`src/rtl/hazard_pkg.sv`:
```
`default_nettype none
// ============================================================================
// Module   : hazard_pkg
// Purpose  : Shared types and constants for the RV32I hazard controller.
// Revision : 1.0 - initial release
// ============================================================================
package hazard_pkg;

  typedef enum logic [1:0] {
    FWD_RF  = 2'b00,
    FWD_WB  = 2'b01,
    FWD_MEM = 2'b10
  } fwd_sel_t;

  typedef enum logic [1:0] {
    IDLE = 2'd0,
    WAIT = 2'd1,
    ERR  = 2'd2
  } mem_state_t;

  localparam int REG_X0 = 0;

endpackage
`default_nettype wire

```
`src/rtl/forward_unit.sv`:
```
`default_nettype none
// ============================================================================
// Module   : forward_unit
// Purpose  : EX-operand bypass select for one source register; MEM beats WB.
// Revision : 1.0 - initial release
// ============================================================================
module forward_unit
  import hazard_pkg::*;
#(
  parameter int REG_AW = 5
) (
  input  logic [REG_AW-1:0] rs_e_i,
  input  logic [REG_AW-1:0] rd_m_i,
  input  logic [REG_AW-1:0] rd_w_i,
  input  logic              reg_write_m_i,
  input  logic              reg_write_w_i,
  output fwd_sel_t          fwd_o
);

  localparam logic [REG_AW-1:0] X0 = REG_AW'(REG_X0);

  always_comb begin
    fwd_o = FWD_RF;
    if (reg_write_m_i && (rd_m_i != X0) && (rd_m_i == rs_e_i))
      fwd_o = FWD_MEM;
    else if (reg_write_w_i && (rd_w_i != X0) && (rd_w_i == rs_e_i))
      fwd_o = FWD_WB;
  end

endmodule
`default_nettype wire

```
`src/rtl/hazard_controller.sv`:
```
`default_nettype none
// ============================================================================
// Module   : hazard_controller
// Purpose  : Stall/flush/forward sequencing and dmem handshake for the 5-stage
//            core. Optional perf counters enabled by macro HAZARD_PERF_EN.
// Revision : 1.0 - initial release
// ============================================================================
module hazard_controller
  import hazard_pkg::*;
#(
  parameter int          REG_AW      = 5,
  parameter int unsigned MEM_TIMEOUT = 255
`ifdef HAZARD_PERF_EN
  ,
  parameter int          CNT_W       = 32
`endif
) (
  input  logic              clk,
  input  logic              reset,
  input  logic [REG_AW-1:0] rs1_d,
  input  logic [REG_AW-1:0] rs2_d,
  input  logic [REG_AW-1:0] rs1_e,
  input  logic [REG_AW-1:0] rs2_e,
  input  logic [REG_AW-1:0] rd_e,
  input  logic [REG_AW-1:0] rd_m,
  input  logic [REG_AW-1:0] rd_w,
  input  logic [1:0]        result_src_e,
  input  logic              reg_write_m,
  input  logic              reg_write_w,
  input  logic              pc_src_e,
  input  logic              dmem_req_m,
  input  logic              dmem_ready,
  output logic              dmem_valid,
  output logic              stall_f,
  output logic              stall_d,
  output logic              stall_e,
  output logic              stall_m,
  output logic              flush_d,
  output logic              flush_e,
  output logic              flush_w,
  output logic [1:0]        fwd_a_e,
  output logic [1:0]        fwd_b_e,
  output logic              mem_err
`ifdef HAZARD_PERF_EN
  ,
  output logic [CNT_W-1:0]  perf_lw_stall,
  output logic [CNT_W-1:0]  perf_flush,
  output logic [CNT_W-1:0]  perf_mem_wait
`endif
);

  localparam logic [REG_AW-1:0] X0        = REG_AW'(REG_X0);
  localparam logic [15:0]       TIMEOUT_C = 16'(MEM_TIMEOUT);

  mem_state_t  state_q;
  logic [15:0] wait_cnt_q;
  logic        mem_err_q;
  logic        rst_q;

  logic     hold, lw_stall, mem_stall, valid_raw;
  fwd_sel_t fwd_a, fwd_b;
  logic     unused_ok;

  assign unused_ok = result_src_e[1];

  forward_unit #(.REG_AW(REG_AW)) u_fwd_a (
    .rs_e_i(rs1_e), .rd_m_i(rd_m), .rd_w_i(rd_w),
    .reg_write_m_i(reg_write_m), .reg_write_w_i(reg_write_w), .fwd_o(fwd_a)
  );

  forward_unit #(.REG_AW(REG_AW)) u_fwd_b (
    .rs_e_i(rs2_e), .rd_m_i(rd_m), .rd_w_i(rd_w),
    .reg_write_m_i(reg_write_m), .reg_write_w_i(reg_write_w), .fwd_o(fwd_b)
  );

  // Outputs are pinned to the bubble pattern while reset is high and for one cycle after.
  assign hold = reset | rst_q;

  assign lw_stall = result_src_e[0] && (rd_e != X0) && ((rd_e == rs1_d) || (rd_e == rs2_d));

  always_comb begin
    valid_raw = 1'b0;
    case (state_q)
      IDLE:    valid_raw = dmem_req_m;
      WAIT:    valid_raw = 1'b1;
      default: valid_raw = 1'b0;
    endcase
  end

  assign dmem_valid = valid_raw & ~hold;
  assign mem_stall  = (dmem_valid & ~dmem_ready) | (state_q == ERR);
  assign mem_err    = mem_err_q & ~reset;
  assign fwd_a_e    = hold ? FWD_RF : fwd_a;
  assign fwd_b_e    = hold ? FWD_RF : fwd_b;

  always_comb begin
    stall_f = 1'b0;
    stall_d = 1'b0;
    stall_e = 1'b0;
    stall_m = 1'b0;
    flush_d = 1'b0;
    flush_e = 1'b0;
    flush_w = 1'b0;
    if (hold) begin
      flush_d = 1'b1;
      flush_e = 1'b1;
      flush_w = 1'b1;
    end else if (mem_stall) begin
      // EX is frozen, so any pending redirect or load-use is seen again after release.
      stall_f = 1'b1;
      stall_d = 1'b1;
      stall_e = 1'b1;
      stall_m = 1'b1;
      flush_w = 1'b1;
    end else if (pc_src_e) begin
      flush_d = 1'b1;
      flush_e = 1'b1;
    end else if (lw_stall) begin
      stall_f = 1'b1;
      stall_d = 1'b1;
      flush_e = 1'b1;
    end
  end

  always_ff @(posedge clk) begin
    rst_q <= reset;
    if (reset) begin
      state_q    <= IDLE;
      wait_cnt_q <= '0;
      mem_err_q  <= 1'b0;
    end else begin
      case (state_q)
        IDLE: begin
          if (dmem_valid && !dmem_ready) begin
            state_q    <= WAIT;
            wait_cnt_q <= 16'd1;
          end else begin
            wait_cnt_q <= '0;
          end
        end
        WAIT: begin
          if (dmem_ready) begin
            state_q    <= IDLE;
            wait_cnt_q <= '0;
          end else if (wait_cnt_q >= TIMEOUT_C) begin
            state_q   <= ERR;
            mem_err_q <= 1'b1;
          end else begin
            wait_cnt_q <= wait_cnt_q + 16'd1;
          end
        end
        ERR:     mem_err_q <= 1'b1;
        default: state_q   <= IDLE;
      endcase
    end
  end

`ifdef HAZARD_PERF_EN
  logic [CNT_W-1:0] perf_lw_q, perf_flush_q, perf_mem_q;

  always_ff @(posedge clk) begin
    if (reset) begin
      perf_lw_q    <= '0;
      perf_flush_q <= '0;
      perf_mem_q   <= '0;
    end else if (!hold) begin
      if (lw_stall && (perf_lw_q != '1))
        perf_lw_q <= perf_lw_q + 1'b1;
      if (pc_src_e && !mem_stall && (perf_flush_q != '1))
        perf_flush_q <= perf_flush_q + 1'b1;
      if (mem_stall && (perf_mem_q != '1))
        perf_mem_q <= perf_mem_q + 1'b1;
    end
  end

  assign perf_lw_stall = perf_lw_q;
  assign perf_flush    = perf_flush_q;
  assign perf_mem_wait = perf_mem_q;
`endif

endmodule
`default_nettype wire

```
`config.mk`:
```
export PLATFORM = sky130hd
export DESIGN_NAME = hazard_controller
export DESIGN_NICKNAME = d
export VERILOG_FILES = /design/src/rtl/hazard_pkg.sv /design/src/rtl/forward_unit.sv /design/src/rtl/hazard_controller.sv
export SDC_FILE = /design/constraint.sdc
export NUM_CORES = 1
export LEC_CHECK = 0
export BUFFER_PORTS_ARGS = -buffer_cell sky130_fd_sc_hd__buf_4
export CORE_ASPECT_RATIO = 1.2
export CORE_MARGIN = 1
export CORE_UTILIZATION = 43
export CTS_CLUSTER_DIAMETER = 150
export CTS_CLUSTER_SIZE = 30
export DETAILED_ROUTE_END_ITERATION = 6
export PLACE_DENSITY = 0.73
export SLEW_MARGIN = 20
export SYNTH_ARGS = -nofsm -noshare
export SYNTH_HDL_FRONTEND = slang
export SYNTH_SLANG_ARGS = --single-unit
```
`constraint.sdc`:
```
create_clock -name clk -period 1.8 [get_ports clk]
set_clock_uncertainty 0.2 [all_clocks]
set_input_delay 0.09 -clock clk [delete_from_list [all_inputs] [get_ports clk]]
set_output_delay 0.09 -clock clk [all_outputs]
set_load 0.005 [all_outputs]
```
* Word level (Yosys, flattened, before mapping)
Cells that the tools add are included.
** Storage, ports and cells
- ROM bits :: 0
- Word-level logic and storage cells :: 79
- Flip-flop bits (word level) :: 20
- Memories :: 0
- Memory bits (writable) :: 0
- Bits of input ports :: 44
- Bits in latches :: 0
** Cells by class
- Shift operators :: 0
- $mul :: 0
- Reductions and logical operators :: 20
- Add/sub/neg operators :: 1
- Mux-type cells :: 31
- Bitwise operators :: 9
- Divide/modulo/power cells :: 0
- $lt $le $gt $ge :: 1
- Eq/ne operators :: 13
** Operators by type and width (count)
- $mux W16 :: 2
- $pmux W16 S2 :: 1
- $eq A5 B5 Y1 :: 6
- $mux W1 :: 18
- $add A16 B1 Y16 const B :: 1
- $ge A16 B8 Y1 const B :: 1
- $reduce_bool A5 Y1 :: 3
- $mux W2 :: 7
- $logic_and A1 B1 Y1 :: 9
- $ne A2 B2 Y1 const B :: 3
- $ne A3 B3 Y1 const B :: 2
- $pmux W2 S3 :: 1
- $reduce_and A3 Y1 :: 2
- $not A1 Y1 :: 4
- $pmux W1 S2 :: 2
- $reduce_bool A2 Y1 :: 2
- $and A1 B1 Y1 :: 3
- $eq A2 B1 Y1 const B :: 1
- $eq A2 B2 Y1 const B :: 1
- $logic_not A2 Y1 :: 1
- $or A1 B1 Y1 :: 2
- $reduce_and A2 Y1 :: 1
- $logic_not A1 Y1 :: 1
- $logic_or A1 B1 Y1 :: 1

* Logic depth before layout (Yosys ltp)
Gate-level depths: netlist (run 1).
- Word-level depth :: 7
- Gate-level depth with buffers :: 6

* Hierarchy
From an unflattened synthesis (run 1), not the netlist that was laid out.
** Second synthesis, totals
- Cells, all modules :: 172
- Area, all modules :: 1416.4 um2
** By module, submodules not included
- hazard_controller :: area an instance 1113.6 um2, cells each 132, seq. area each 400.4 um2, times used 1
- forward_unit :: area an instance 151.4 um2, cells each 20, seq. area each 0.0 um2, times used 2

* Least setup slack after synthesis (run 1)
No wires, ideal clock.
- Path type :: flip-flop to flip-flop
- Start :: reg wait_cnt_q[8]
- End :: reg wait_cnt_q[1]
- Required time :: 1.508 ns
- Arrival time :: 1.650 ns
- Cell stages (with the launch flop) :: 6
- Slack :: -0.143 ns
- Cell sequence :: dfxtp_1 or4_1 a211o_1 buf_6 or3_4 o32ai_1
** Between the ends
- Word-level cells in the longest chain between the ends :: 3
** RTL lines
- start: declaration :: line hazard_controller.sv:56 : logic [15:0] wait_cnt_q;
- start signal: assignment :: line hazard_controller.sv:149 : wait_cnt_q <= wait_cnt_q + 16'd1;
- $ge A16 B8 Y1 :: line hazard_controller.sv:145 : end else if (wait_cnt_q >= TIMEOUT_C) begin
- $ne A3 B3 Y1 (no source line)
- $reduce_and A2 Y1 (no source line)
Every way passes these cells.
A chain may end at the register's enable or synchronous reset.

* Worst setup path after layout (run 1)
- Start :: reg wait_cnt_q[8]
- End :: reg wait_cnt_q[3]
The elaborated chain is that of the path after synthesis.

==> impl_metrics.py, run 1 <==
metrics = {
    "drt": {
        "wl_per_cell_um": 15.0,
        "vias_per_cell": 5.36,
        "first_pass_iters": 4,
        "num_vias": 1462,
        "ant_nets": 0,
        "routed_wl_mm": 4.10,
        "drc_errors": 0,
        "drt-initial-drc-count": 31,
    },
    "clocking": {
        "htree_levels": 1,
        "clock_path_buffers": 2,
        "path_clk_slew_ns": 0.11,
        "cts_tree": "done",
        "clk_latency_ns": 0.30,
        "cts.sinks": 20,
        "clock_tree.root_cell": "clkbuf_4",
        "cts_buffers": 3,
    },
    "global_route": {
        "grt_first_pass_wirelength_mm": 6.14,
        "busiest_layer": "met2",
        "gr-usage-all-layers_pct": 24.0,
        "grt_max_degree": 20,
        "first_global_vias": 1427,
        "grt_overflow": 0,
        "grt_use_met2_pct": 45.7,
        "met1_usage_pct": 25.0,
        "antenna_found_initial": 0,
        "grt_util_met3_pct": 5.56,
    },
    "yosys": {
        "synth_warnings": 0,
        "muxShareOfSynthArea_pct": 5.19,
        "synthArstFlopShare_pct": 0,
        "yosys.area_share.xor_xnor_pct": 19.5,
        "synth_compound_area_share_pct": 11.4,
        "yosys.area_share.adder_pct": 0.928,
        "synth_edf_count": 0,
        "syn_inst": 162,
        "yosysSeqAreaShare_pct": 29.7,
        "synthSimpleGateAreaFrac_pct": 29.4,
        "synth_top_family_by_area": "simple AND/OR/NAND/NOR gates",
        "netlist_area_um2": 1350,
        "synthesis.nets": 207,
        "synthFlopType": "dfxtp_1",
        "syn_avg_cell_area_um2": 8.33,
        "synth_seq_cells": 20,
        "synth.distinct_cells": 38,
    },
    "worst_setup_path": {
        "worstPathRequired_ns": 1.84,
        "path_class": "flop to flop",
        "cp-start-kind": "flop",
        "endpoint_kind": "flop",
        "cp_max_fo": 4,
        "cp.arrival_ns": 2.05,
    },
    "timing": {
        "tightest_slew_ns": 0.376,
        "max_freq_mhz": 499,
        "slew_headroom_pct": 74.9,
        "rsz0062_at_grt": "true",
        "post-route-min-period_ns": 2.00,
        "min_period_over_period_pct": 111,
        "hold_viol": 0,
        "slew_viol_final": 0,
        "postLayoutSetupSlackWorst_ns": -0.203,
        "setup_violations": 18,
    },
    "layout": {
        "fillers": 186,
        "n_antenna_cell": 0,
        "final_cell_mix": "71 x buf_4, 18 x xor2_1, 16 x dfxtp_1",
        "multi_input_area_um2": 1100,
        "fin_nets": 285,
        "final_common_cell": "buf_4",
        "regArea_um2": 405,
        "finish.instance_area_um2": 2240,
        "area_growth_pct": 65.8,
        "drive_above_1_share_pct": 47.7,
    },
    "die": {
        "dieArea_um2": 3370,
        "core.rowCount": 21,
        "die_w_um": 53.1,
        "io-pin-count": 57,
        "start_util_pct": 46.7,
        "core_um2": 2890,
        "die_h_um": 63.4,
    },
    "status": {
        "status": "complete, but fails checks",
        "failed_checks": "setup timing",
    },
    "place": {
        "dp_hpwl_mm": 2.85,
        "port_buffers": 55,
        "gp_congestion": 0.798,
        "placed_area_um2": 1850,
    },
    "pwr": {
        "p_leak_nw": 0.908,
        "peakVddDrop_uv": 690,
        "finalPower_mw": 1.06,
        "power_density_nw_per_um2": 476,
    },
    "run": {
        "maxCapViolations": 0,
    },
    "worst_hold_path": {
        "hold_class": "input port to flop",
    },
}
through the flow:
step | utilization, % | TNS (ns) | setup WS (ns) | cells | hold slack [ns]
after floorplan | - | -0.247 | -0.0957 | 162 | -0.0823
after global placement | 63.9 | -0.999 | -0.147 | 253 | 0.182
after detailed placement | 63.9 | -1.53 | -0.191 | 253 | 0.189
after CTS | 71.9 | -1.94 | -0.273 | 265 | 0.00348
after global routing | 77.4 | -2.97 | -0.258 | 273 | 0.0472
final | 77.4 | -1.84 | -0.203 | 273 | 0.0362
report_power, final:
group	total (mW)	leakage (nW)	internal [mW]	switching [mW]
logic	0.252	0.717	0.145	0.107
clock network	0.365	0.0279	0.225	0.139
registers	0.448	0.163	0.445	0.00284
total	1.06	0.908	0.815	0.250
worst paths after layout:
check | to | slack, ns | cells after the start | start
min reg2reg | wait_cnt_q[9] | 0.27 | 1 | wait_cnt_q[9]
min | state_q[0] | 0.04 | 4 | dmem_ready
max | wait_cnt_q[3] | -0.20 | 5 | wait_cnt_q[8]
max reg2reg | wait_cnt_q[3] | -0.20 | 5 | wait_cnt_q[8]
routing by layer:
layer | vias up | share of wire [%]
met1 | 689 | 38
met2 | 47 | 56
li1 | 724 | -
met3 | 2 | 5.7
met5 | - | 0
met4 | 0 | 0.34
logic make-up after synthesis:
family | count (synthesis)
adder cells (fa/ha/maj) | 1
XOR/XNOR | 30
buffers and inverters | 10
flip-flops | 20
AND/OR/NAND/NOR | 70
AO/OA/AOI/OAI | 24
multiplexers | 7
registers in the layout (all words and copies together) (netlist names):
| signal | flops |
|---|---|
| mem_err_q | 1 |
| rst_q | 1 |
| state_q | 2 |
| wait_cnt_q | 16 |
final cells by class:
type / instances / share of cell area [%]
clock buffer: 3 / 1.01
clock inverter: 1 / 1.34
inverter: 3 / 0.504
multi-input combinational: 133 / 49.4
sequential: 20 / 18.1
tap: 34 / 1.90
timing repair buffer: 79 / 27.7
synthesized netlist by cell type, types with 2 or more instances:
cell type | number | area, um^2
dfxtp_1 | 20 | 400
xor2_1 | 18 | 158
xnor2_1 | 12 | 105
nand2_1 | 10 | 37.5
nand2b_1 | 10 | 62.6
a21oi_1 | 9 | 45.0
mux2i_1 | 7 | 70.1
nand3_1 | 7 | 35.0
nor2_1 | 7 | 26.3
nor3_1 | 7 | 35.0
and2_1 | 6 | 37.5
or4_1 | 6 | 45.0
clkbuf_1 | 4 | 15.0
nor2b_1 | 4 | 25.0
inv_1 | 3 | 11.3
nor4_1 | 3 | 18.8
a21o_1 | 2 | 15.0
a31oi_1 | 2 | 12.5
and3_1 | 2 | 12.5
buf_4 | 2 | 15.0
nor3b_1 | 2 | 15.0
o211ai_1 | 2 | 15.0
o21ai_0 | 2 | 10.0
repair_timing:
item / in CTS / in global routing
hold endpoints to repair: 6 / 0
hold buffers: 3 / 0
gates resized for setup: 25 / 21
setup endpoints to repair: 18 / 20
cloned: 1 / 0
buffers inserted: 4 / 8
pin swaps: 6 / 11
worst max-delay path, stage by stage (launching register included):
cell and delay, ns:
dfxtp_2 0.34, or4_4 0.55, buf_6 0.13, a211o_4 0.35
a21oi_2 0.19, mux2i_1 0.18
(Power assumes the default switching activity.)
==> run 2, diff against run 1 <==
RECOVER_POWER = 100   (was not set)
==> impl_metrics.py, run 2 (synthesis gave the netlist of run 1 again) <==
metrics = {
    "clocking": {
        "cts_buffers": 3,
        "clock_tree.root_cell": "clkbuf_4",
        "clock_path_buffers": 2,
        "cts_tree": "done",
        "path_clk_slew_ns": 0.11,
        "cts.sinks": 20,
        "clk_latency_ns": 0.30,
        "htree_levels": 1,
    },
    "status": {
        "status": "complete, but fails checks",
        "failed_checks": "setup timing",
    },
    "die": {
        "core.rowCount": 21,
        "die_w_um": 53.1,
        "core_um2": 2890,
        "die_h_um": 63.4,
        "io-pin-count": 57,
        "start_util_pct": 46.7,
        "dieArea_um2": 3370,
    },
    "timing": {
        "postLayoutSetupSlackWorst_ns": -0.203,
        "setup_violations": 18,
        "hold_viol": 0,
        "slew_viol_final": 0,
        "post-route-min-period_ns": 2.00,
        "rsz0062_at_grt": "true",
        "slew_headroom_pct": 75.0,
        "whs_ns": 0.0366,
        "tightest_slew_ns": 0.375,
        "max_freq_mhz": 499,
        "min_period_over_period_pct": 111,
    },
    "worst_setup_path": {
        "startpoint": "wait_cnt_q[8]",
        "endpoint": "wait_cnt_q[3]",
        "endpoint_kind": "flop",
        "cp.arrival_ns": 2.05,
        "path_cells": "or4_4 -> buf_6 -> a211o_4 -> a21oi_2 -> mux2i_1",
        "crit_family": "simple AND/OR/NAND/NOR gates",
        "cp_max_fo": 4,
        "crit_slowest_cell": "or4_4",
        "cp_num_buf_inv": 1,
        "crit_cells": 5,
        "path_class": "flop to flop",
        "r2r-end": "wait_cnt_q[3]",
        "cp-start-kind": "flop",
        "critPathMaxStageDelay_ns": 0.55,
        "worstPathRequired_ns": 1.84,
        "ff2ff_setup_slack_ns": -0.20,
        "r2r_start": "wait_cnt_q[8]",
        "r2r_cells": 5,
    },
    "layout": {
        "final_common_cell": "buf_4",
        "top_register": "wait_cnt_q",
        "n_antenna_cell": 0,
        "largest_reg_flops": 16,
        "fin_nets": 285,
        "drive_above_1_share_pct": 47.3,
        "final_cell_mix": "69 x buf_4, 18 x xor2_1, 16 x dfxtp_1",
        "area_growth_pct": 65.3,
        "final_util_pct": 77.1,
        "finish.instance_area_um2": 2230,
        "fin_cells": 273,
        "top_regs": "wait_cnt_q x16, state_q x2",
    },
    "drt": {
        "num_vias": 1460,
        "vias_per_cell": 5.35,
        "drt-initial-drc-count": 28,
        "wl_per_cell_um": 15.0,
        "drc_errors": 0,
        "routed_wl_mm": 4.10,
        "first_pass_iters": 4,
        "ant_nets": 0,
    },
    "worst_hold_path": {
        "hold_class": "input port to flop",
    },
    "place": {
        "placed_area_um2": 1850,
        "gp_congestion": 0.798,
        "port_buffers": 55,
        "placed_cells": 253,
        "dp_hpwl_mm": 2.85,
    },
    "global_route": {
        "gr-usage-all-layers_pct": 24.0,
        "grt_first_pass_wirelength_mm": 6.14,
        "antenna_found_initial": 0,
        "grt_max_degree": 20,
        "grt_overflow": 0,
        "first_global_vias": 1427,
    },
    "pwr": {
        "peakVddDrop_uv": 690,
        "p_leak_nw": 0.902,
        "power_density_nw_per_um2": 478,
    },
    "run": {
        "maxCapViolations": 0,
    },
}
## run 2: layer usage
layer | part of all wire [%] | track usage [%] | up-vias | wire [um]
met1 | 38 | 25.0 | 686 | 1550
met2 | 56 | 45.7 | 49 | 2300
li1 | - | - | 723 | -
met4 | 0.34 | 5.59 | 0 | 14
met3 | 5.7 | 5.56 | 2 | 233
met5 | 0 | 0 | - | 0
## run 2: power by group
| group | internal, mW | switching, mW |
|---|---|---|
| clock network | 0.225 | 0.141 |
| logic | 0.145 | 0.107 |
| registers | 0.445 | 0.00288 |
| total | 0.815 | 0.251 |
## run 2: tightest hold or removal path: cells and delay by family
family	cells	cell delay, ns
AOI/OAI and AO/OA	1	0.04
buffers and inverters	1	0.10
and+or+nand+nor	2	0.27
## run 2: cell type report
| class | instances | area (um^2) |
|---|---|---|
| flip-flops and latches | 20 | 405 |
| fillers | 188 | 661 |
| well taps | 34 | 42.5 |
| multi-input cells | 133 | 1100 |
| clock buffers | 3 | 22.5 |
| inverters | 3 | 11.3 |
| repair buffers | 79 | 613 |
| clock inverters | 1 | 30.0 |
## run 2: worst min-delay path by stage
stage / end / slack [ns] / cells after the start / startpoint
finish: state_q[0] / 0.04 / 4 / dmem_ready
global route: wait_cnt_q[1] / 0.05 / 4 / reset
CTS: state_q[0] / 0.003 / 4 / dmem_ready
detailed placement: rst_q / 0.19 / 2 / reset
global placement: rst_q / 0.18 / 2 / reset
floorplan: rst_q / -0.08 / 0 / reset
## run 2: timing repair
action                     4_1_cts  5_1_grt
pin swaps                        6       11
setup endpoints to repair       18       20
setup buffers                    4        8
hold endpoints to repair         6        0
gates resized for setup         25       21
cloned                           1        0
hold buffers                     3        0
## run 2: stage by stage
stage               total power, mW  worst slack [ns]  setup TNS (ns)
floorplan                     0.544           -0.0957          -0.247
global placement              0.665            -0.147          -0.999
detailed placement            0.672            -0.191           -1.53
CTS                            1.04            -0.273           -1.94
global route                   1.10            -0.258           -2.97
finish                         1.07            -0.203           -1.89
==> run 3, diff against run 2 <==
CAP_MARGIN = 0   (was not set)
PLACE_DENSITY = not set   (was 0.73)
PLACE_DENSITY_LB_ADDON = 0.1   (was not set)
==> impl_metrics.py, run 3 (synthesis gave the netlist of run 1 again) <==
metrics = {
    "layout": {
        "fillers": 231,
        "area_growth_pct": 54.9,
        "fin_nets": 279,
        "final_cell_mix": "61 x buf_4, 18 x xor2_1, 17 x dfxtp_1",
        "largest_reg_flops": 16,
        "drive_above_1_share_pct": 42.7,
        "top_regs": "wait_cnt_q x16, state_q x2",
        "multi_input_area_um2": 1050,
        "n_antenna_cell": 0,
        "final_common_cell": "buf_4",
        "top_register": "wait_cnt_q",
        "regArea_um2": 407,
        "fin_cells": 266,
    },
    "timing": {
        "setup_violations": 16,
        "min_period_over_period_pct": 110,
        "whs_ns": 0.0257,
        "max_freq_mhz": 507,
        "postLayoutSetupSlackWorst_ns": -0.174,
        "slew_viol_final": 0,
        "rsz0062_at_grt": "true",
        "tightest_slew_ns": 0.529,
        "post-route-min-period_ns": 1.97,
        "hold_viol": 0,
        "slew_headroom_pct": 64.7,
    },
    "pwr": {
        "p_leak_nw": 0.843,
        "clkPwrFrac_pct": 23.0,
        "p_int_mw": 0.661,
        "switchingPower_mw": 0.233,
        "switching_share_pct": 26.0,
        "power_density_nw_per_um2": 428,
        "power_frac_comb_pct": 27.2,
        "p_seq_share_pct": 49.8,
        "finalPower_mw": 0.894,
        "peakVddDrop_uv": 412,
    },
    "clocking": {
        "clock_tree.root_cell": "clkbuf_4",
        "cts_tree": "done",
        "clk_latency_ns": 0.30,
        "clock_path_buffers": 2,
        "cts.sinks": 20,
        "cts_buffers": 3,
        "path_clk_slew_ns": 0.10,
        "htree_levels": 1,
    },
    "worst_setup_path": {
        "ff2ff_setup_slack_ns": -0.17,
        "r2r-end": "wait_cnt_q[1]",
        "worstPathRequired_ns": 1.81,
        "path_class": "flop to flop",
        "cp-start-kind": "flop",
        "cp.arrival_ns": 1.98,
        "r2r_start": "wait_cnt_q[9]",
        "cp_max_fo": 5,
        "endpoint_kind": "flop",
        "r2r_cells": 4,
    },
    "drt": {
        "wl_per_cell_um": 13.5,
        "vias_per_cell": 5.42,
        "drc_errors": 0,
        "routed_wl_mm": 3.60,
        "drt-initial-drc-count": 32,
        "first_pass_iters": 4,
        "ant_nets": 0,
        "num_vias": 1443,
    },
    "status": {
        "status": "complete, but fails checks",
        "failed_checks": "setup timing",
    },
    "worst_hold_path": {
        "whs_path_depth": 4,
        "hold_start": "dmem_ready",
        "hold_class": "input port to flop",
        "whs_endpoint": "state_q[0]",
    },
    "global_route": {
        "antenna_found_initial": 0,
        "grt_max_degree": 20,
        "first_global_vias": 1402,
        "grt_first_pass_wirelength_mm": 5.64,
        "grt_overflow": 0,
        "gr-usage-all-layers_pct": 22.3,
    },
    "die": {
        "core_um2": 2890,
        "start_util_pct": 46.7,
        "die_h_um": 63.4,
        "die_w_um": 53.1,
        "dieArea_um2": 3370,
        "io-pin-count": 57,
        "core.rowCount": 21,
    },
    "place": {
        "pre_cts_ws_ns": -0.210,
        "gp_congestion": 0.786,
        "dp_hpwl_mm": 2.64,
        "placed_cells": 253,
        "port_buffers": 55,
    },
    "run": {
        "maxCapViolations": 0,
    },
}
[run 3: power groups by stage]
stage | combinational, mW | clock, mW | sequential [mW]
2_1_floorplan | 0.0880 | 0 | 0.456
3_3_place_gp | 0.209 | 0 | 0.456
3_5_place_dp | 0.214 | 0 | 0.456
4_1_cts | 0.225 | 0.211 | 0.447
5_1_grt | 0.263 | 0.230 | 0.446
6_report | 0.243 | 0.206 | 0.445
[run 3: repair_timing]
item / 4_1_cts / 5_1_grt
setup endpoints to repair: 17 / 20
hold buffers: 3 / 0
pin swaps: 5 / 8
buffers inserted: 0 / 6
hold endpoints to repair: 5 / 0
resized for setup: 16 / 20
gates cloned: 1 / 0
[run 3: worst max-delay path by stage]
stage | from | end | slack (ns) | depth (start not counted)
2_1_floorplan | wait_cnt_q[9] | state_q[0] | -0.1 | 5
3_3_place_gp | wait_cnt_q[9] | state_q[0] | -0.15 | 4
3_5_place_dp | wait_cnt_q[9] | wait_cnt_q[1] | -0.21 | 4
4_1_cts | rst_q | fwd_b_e[0] | -0.18 | 5
5_1_grt | wait_cnt_q[9] | wait_cnt_q[1] | -0.23 | 4
6_report | wait_cnt_q[9] | wait_cnt_q[1] | -0.17 | 4
[run 3: layer usage]
| layer | GRT usage (%) | up-vias | routed length (um) |
|---|---|---|---|
| met5 | 0 | - | 0 |
| met4 | 10.5 | 0 | 74 |
| met1 | 24.2 | 671 | 1450 |
| met3 | 6.04 | 8 | 213 |
| met2 | 38.6 | 54 | 1870 |
| li1 | - | 710 | - |
[run 3: cell type report]
type / instances / share of cell area, %
repair buffers: 73 / 26.6
well taps: 34 / 2.04
multi-input cells: 133 / 50.2
inverters: 3 / 0.539
flip-flops and latches: 20 / 19.5
clock buffers: 3 / 1.08
[run 3: through the flow]
step | utilization [%] | instance area [um^2] | TNS (ns)
floorplan | - | 1360 | -0.247
global placement | 63.9 | 1850 | -0.949
detailed placement | 63.9 | 1850 | -1.45
CTS | 68.3 | 1970 | -1.31
global route | 72.3 | 2090 | -2.45
finish | 72.3 | 2090 | -1.25
[run 3: critical path, cell delays in order (launching register included)]
cell     delay, ns
dfxtp_1       0.32
or4_4         0.55
a211o_4       0.36
or3_4         0.36
o32ai_2       0.10
